File: src/rtl/seg_display_ctrl.sv
// Multiplexed 7-segment hex display controller with double-buffered load,
// leading-zero blanking and whole-display blink.
module seg_display_ctrl #(
  parameter int NUM_DIGITS   = 8,
  parameter int REFRESH_DIV  = 16384,
  parameter int BLINK_FRAMES = 64
) (
  input  logic                    clk,
  input  logic                    rst,
  input  logic                    load_valid,
  output logic                    load_ready,
  input  logic [4*NUM_DIGITS-1:0] value,
  input  logic [NUM_DIGITS-1:0]   dp_in,
  input  logic                    blank_lz,
  input  logic                    blink_en,
  output logic [6:0]              seg,
  output logic                    dp,
  output logic [NUM_DIGITS-1:0]   an
);

  localparam int IDX_W = $clog2(NUM_DIGITS);
  localparam int PRE_W = $clog2(REFRESH_DIV);
  localparam int BLK_W = (BLINK_FRAMES > 1) ? $clog2(BLINK_FRAMES) : 1;

  localparam logic [IDX_W-1:0] IDX_LAST = IDX_W'(NUM_DIGITS - 1);
  localparam logic [PRE_W-1:0] PRE_LAST = PRE_W'(REFRESH_DIV - 1);
  localparam logic [BLK_W-1:0] BLK_LAST = BLK_W'(BLINK_FRAMES - 1);

  // Active-low a..g glyph for one hex nibble.
  function automatic logic [6:0] hex_glyph(input logic [3:0] nib);
    logic [6:0] g;
    case (nib)
      4'h0:    g = 7'b0000001;
      4'h1:    g = 7'b1001111;
      4'h2:    g = 7'b0010010;
      4'h3:    g = 7'b0000110;
      4'h4:    g = 7'b1001100;
      4'h5:    g = 7'b0100100;
      4'h6:    g = 7'b0100000;
      4'h7:    g = 7'b0001111;
      4'h8:    g = 7'b0000000;
      4'h9:    g = 7'b0000100;
      4'hA:    g = 7'b0000010;
      4'hB:    g = 7'b1100000;
      4'hC:    g = 7'b0110001;
      4'hD:    g = 7'b1000010;
      4'hE:    g = 7'b0110000;
      4'hF:    g = 7'b0111000;
      default: g = 7'b1111111;
    endcase
    return g;
  endfunction

  logic [PRE_W-1:0]        pre_q, pre_d;
  logic [IDX_W-1:0]        idx_q, idx_d;
  logic [BLK_W-1:0]        blk_cnt_q, blk_cnt_d;
  logic                    blk_phase_q, blk_phase_d;
  logic [4*NUM_DIGITS-1:0] pend_q, pend_d, disp_q, disp_d;
  logic [NUM_DIGITS-1:0]   pend_dp_q, pend_dp_d, disp_dp_q, disp_dp_d;
  logic                    pvalid_q, pvalid_d;
  logic                    ready_q, ready_d;
  logic [6:0]              seg_q, seg_d;
  logic                    dp_q, dp_d;
  logic [NUM_DIGITS-1:0]   an_q, an_d;

  logic                    tick_s, frame_end_s, accept_s;
  logic [3:0]              nib_s [NUM_DIGITS];
  logic [NUM_DIGITS-1:0]   lz_mask_s;
  logic                    nz_above_s, dark_s;

  assign load_ready = ready_q;
  assign seg        = seg_q;
  assign dp         = dp_q;
  assign an         = an_q;

  // Scan timing, blink timing and the pending/display double buffer.
  always_comb begin
    tick_s      = (pre_q == PRE_LAST);
    frame_end_s = tick_s && (idx_q == IDX_LAST);
    accept_s    = load_valid && ready_q;

    pre_d       = tick_s ? '0 : pre_q + PRE_W'(1);
    idx_d       = idx_q;
    blk_cnt_d   = blk_cnt_q;
    blk_phase_d = blk_phase_q;
    pend_d      = pend_q;
    pend_dp_d   = pend_dp_q;
    pvalid_d    = pvalid_q;
    disp_d      = disp_q;
    disp_dp_d   = disp_dp_q;

    if (tick_s) begin
      idx_d = (idx_q == IDX_LAST) ? '0 : idx_q + IDX_W'(1);
    end else begin
      idx_d = idx_q;
    end

    if (frame_end_s) begin
      if (blk_cnt_q == BLK_LAST) begin
        blk_cnt_d   = '0;
        blk_phase_d = ~blk_phase_q;
      end else begin
        blk_cnt_d = blk_cnt_q + BLK_W'(1);
      end
    end else begin
      blk_cnt_d = blk_cnt_q;
    end

    // ready_q mirrors !pvalid_q, so accept and swap are mutually exclusive;
    // a load landing on a frame edge therefore waits a full frame.
    if (accept_s) begin
      pend_d    = value;
      pend_dp_d = dp_in;
      pvalid_d  = 1'b1;
    end else if (frame_end_s && pvalid_q) begin
      disp_d    = pend_q;
      disp_dp_d = pend_dp_q;
      pvalid_d  = 1'b0;
    end else begin
      pvalid_d = pvalid_q;
    end

    ready_d = ~pvalid_d;
  end

  // Output decode for the current slot, including blanking and blink.
  always_comb begin
    nz_above_s = 1'b0;
    lz_mask_s  = '0;
    for (int k = NUM_DIGITS - 1; k >= 0; k--) begin
      nib_s[k]     = disp_q[4*k +: 4];
      nz_above_s   = nz_above_s | (disp_q[4*k +: 4] != 4'h0);
      lz_mask_s[k] = ~nz_above_s;
    end
    lz_mask_s[0] = 1'b0;

    dark_s = (blank_lz && lz_mask_s[idx_q]) || (blink_en && blk_phase_q);

    if (dark_s) begin
      an_d  = '1;
      seg_d = 7'h7F;
      dp_d  = 1'b1;
    end else begin
      for (int k = 0; k < NUM_DIGITS; k++) begin
        an_d[k] = (idx_q != IDX_W'(k));
      end
      seg_d = hex_glyph(nib_s[idx_q]);
      dp_d  = ~disp_dp_q[idx_q];
    end
  end

  // State and output registers.
  always_ff @(posedge clk or posedge rst) begin
    if (rst) begin
      pre_q       <= '0;
      idx_q       <= '0;
      blk_cnt_q   <= '0;
      blk_phase_q <= 1'b0;
      pend_q      <= '0;
      pend_dp_q   <= '0;
      pvalid_q    <= 1'b0;
      disp_q      <= '0;
      disp_dp_q   <= '0;
      ready_q     <= 1'b0;
      seg_q       <= 7'h7F;
      dp_q        <= 1'b1;
      an_q        <= '1;
    end else begin
      pre_q       <= pre_d;
      idx_q       <= idx_d;
      blk_cnt_q   <= blk_cnt_d;
      blk_phase_q <= blk_phase_d;
      pend_q      <= pend_d;
      pend_dp_q   <= pend_dp_d;
      pvalid_q    <= pvalid_d;
      disp_q      <= disp_d;
      disp_dp_q   <= disp_dp_d;
      ready_q     <= ready_d;
      seg_q       <= seg_d;
      dp_q        <= dp_d;
      an_q        <= an_d;
    end
  end

endmodule

File: config.mk
export PLATFORM = sky130hd
export DESIGN_NAME = seg_display_ctrl
export DESIGN_NICKNAME = d
export VERILOG_FILES = /design/src/rtl/seg_display_ctrl.sv
export SDC_FILE = /design/constraint.sdc
export NUM_CORES = 1
export LEC_CHECK = 0
export CAP_MARGIN = 20
export CORE_MARGIN = 4
export CORE_UTILIZATION = 45
export CTS_CLUSTER_DIAMETER = 120
export CTS_CLUSTER_SIZE = 40
export DETAILED_ROUTE_END_ITERATION = 12
export PLACE_DENSITY = 0.73
export SETUP_SLACK_MARGIN = 0.3
export SYNTH_ARGS = -nofsm -noshare
export SYNTH_HDL_FRONTEND = slang
export SYNTH_SLANG_ARGS = --single-unit
File: constraint.sdc
create_clock -name clk -period 8.9 [get_ports clk]
set_input_delay 1.335 -clock clk [delete_from_list [all_inputs] [get_ports clk]]
set_output_delay 1.335 -clock clk [all_outputs]
set_load 0.005 [all_outputs]
==> run_results.csv <==
group,metric,value,unit
critical_path,crit_chain,"clkdlybuf4s50_1, nand2_2, and3_4, mux2_4",
finish,syn_to_final_growth,23.7,%
critical_path,r2r-start,"idx_q[0]$_DFFE_PP0N_",
floorplan,core,12100,sq um
min_path,hp-class,"flip-flop to flip-flop",
power,p_leak,3.21,nW
synth,syn_avg_cell_area,14.4,sq um
synth,synth_nets,444,
critical_path,critPathBufInv,1,
critical_path,worstSetupStartpointType,"primary input",
grt,overflow,0,
clocking,cts.hold.buffers_added,0,
power,power.share.switching,18.6,%
clocking,post-cts-setup-buffer-count,0,
clocking,clockBufferDepth,2,
power,pwr-share-comb,2.3,%
placement,pre_cts_slack,5.02,ns
routing,wl,10700,microns
sta,tightestPinTransition,1.01,ns
floorplan,start_util,46.1,%
power,finalPower,1.32,mW
floorplan,die_h,119,microns
critical_path,cpMaxStageDelayCell,"and3_4",
finish,layout.cells.non_filler,630,
critical_path,crit_start,"load_valid",
critical_path,critPathMaxStageDelay,0.86,ns
critical_path,reg2reg_depth,6,
critical_path,path_max_fanout,43,
routing,vias,3258,
floorplan,dieArea,14200,sq um
power,seq_power_share,42.0,%
synth,ys_types,47,
sta,fmax,291,MHz
floorplan,io_pins,62,
critical_path,endpoint,"disp_q[17]$_DFFE_PP0P_",
finish,mostFrequentLayoutCell,"dfrtp_1",
synth,synthFlopType,"dfrtp_1",
placement,hpwl,7240,microns
min_path,hold_path_depth,1,
clocking,clk_latency,0.41,ns
clocking,cts_resized,0,
sta,finalSetupTns,0,ns
job,drv_cap,0,
clocking,clkSinkCount,122,
sta,worst_slack,5.46,ns
synth,synth_seq_cells,122,
grt,grt_util_all_layers,16.3,%
placement,routabilityCongestion,0.832,
power,p_clk_share,55.7,%
routing,drtIter0Drc,238,
grt,grt_pass1_wl,18000,microns
synth,synthCells,385,
critical_path,arrival,3.73,ns
critical_path,crit_required,9.19,ns
critical_path,rrSetupSlack,5.92,ns
power,power_density,192,nW/um^2
synth,async_flop_share,100,%
finish,drive_above_1_share,32.5,%
run_status,status,"finished clean",
sta,final_hold_viol_count,0,
clocking,path_clk_slew,0.05,ns
sta,finalSetupViolations,0,
sta,fin_crit,3.44,ns
sta,fin_crit_sh,38.6,%
synth,synth_edf_count,0,
critical_path,r2r-end,"disp_q[17]$_DFFE_PP0P_",
finish,antenna_cells,0,
sta,clock_skew,0.00903,ns
floorplan,chipWidth,119,microns
placement,port_buffers,61,
synth,synth_seq_area_share,55.3,%
routing,post_drt_wl_per_cell,17.0,microns
synth,netlist_area,5560,sq um
grt,grt_max_degree,71,
clocking,clockRootBuffer,"clkbuf_16",
routing,vias_per_cell,5.17,
placement,place_area,6240,sq um
power,ir_drop,0.134,mV
power,power.switching,0.246,mW
sta,maxSlewViolCount,0,
grt,antenna_found_initial,0,
routing,detail-route-antenna-nets,0,
routing,dr.pass1.iters,4,
clocking,cts_max_level,4,
critical_path,path_class,"primary input to flip-flop",
finish,final_cell_mix,"dfrtp_1 (106), clkdlybuf4s50_1 (61), mux2_2 (41), mux2_4 (41), nand2_1 (21)",
synth,yosysWarnings,0,
critical_path,cp.depth,4,
sta,rsz0062_at_grt,"no",
finish,nets,509,
grt,grt_pass1_vias,3526,
finish,fin_area,6880,sq um
sta,max_slew_margin,30.5,%
critical_path,end_kind,"flip-flop",
routing,drc_errors,0,
power,p_int,1.08,mW
clocking,cts_tree,"built",
floorplan,num_rows,40,
critical_path,path_delay_family,"simple AND/OR/NAND/NOR gates",
clocking,cts_buffers,17,
placement,dp.cells,599,
## synthesized netlist by cell type, drive strengths merged (5+ instances only)
master	number	area (sq um)
nand3	12	60.1
a21oi	8	40.0
nand4	10	77.6
mux4	10	225
inv	8	30.0
mux2	82	1080
dfstp	16	420
dfrtp	106	2650
buf	12	140
nand2	22	82.6
xnor2	9	78.8
and3	6	43.8
nor2	9	33.8
nor4	7	43.8
o21ai	9	45.0
clkbuf	5	20.0
ha	14	175
## through the flow
stage	util [%]	hold slack (ns)
global route	57.0	0.490
global placement	51.7	0.457
floorplan	-	0.437
finish	57.0	0.470
CTS	57.0	0.470
detailed placement	51.7	0.459
## final cells by class
class	count	area, sq um
fillers	968	5180
flip-flops and latches	122	3070
multi-input cells	237	2290
repair buffers	63	626
clock buffers	25	505
well taps	168	210
clock inverters	6	134
inverters	9	36.3
## power groups by stage
stage                     logic (mW)  registers [mW]  clock network (mW)
after global placement        0.0315           0.565                   0
final                         0.0311           0.556               0.737
after global routing          0.0348           0.555               0.776
after detailed placement      0.0322           0.565                   0
after floorplan              0.00840           0.565                   0
after CTS                     0.0323           0.556               0.747
## logic make-up after synthesis
kind of cell,after synthesis,share of synthesized area [%]
and+or+nand+nor,81,8.10
xor gates and xnor gates,13,2.05
muxes,96,24.2
AOI/OAI and AO/OA,33,3.78
DFF,122,55.3
adders and majority gates,14,3.15
buffers and inverters,26,3.49
## flip-flops by register name, summed over array words and instances, names as in the netlist
register and flops:
pend_q 32, pend_dp_q 8, pvalid_q 1, pre_q 14, an 8, load_ready 1, disp_q 32, idx_q 3
seg 7, dp 1, blk_phase_q 1, disp_dp_q 8, blk_cnt_q 6
## metal layers
layer	up-vias	global-route usage, %	share of wire [%]
met3	10	4.80	4.1
met1	1659	21.6	45
met5	-	0	0
met2	77	25.2	49
met4	0	6.52	1.2
li1	1512	-	-
## worst min-delay path by stage
stage,endpoint,slack (ns),from
global route,blk_phase_q$_DFFE_PP0P_,0.49,blk_phase_q$_DFFE_PP0P_
CTS,pre_q[10]$_DFF_PP0_,0.47,pre_q[10]$_DFF_PP0_
finish,pre_q[10]$_DFF_PP0_,0.47,pre_q[10]$_DFF_PP0_
floorplan,blk_phase_q$_DFFE_PP0P_,0.44,blk_phase_q$_DFFE_PP0P_
global placement,pre_q[10]$_DFF_PP0_,0.46,pre_q[10]$_DFF_PP0_
detailed placement,blk_phase_q$_DFFE_PP0P_,0.46,blk_phase_q$_DFFE_PP0P_
Note: power is estimated with default switching activity, not from simulation.
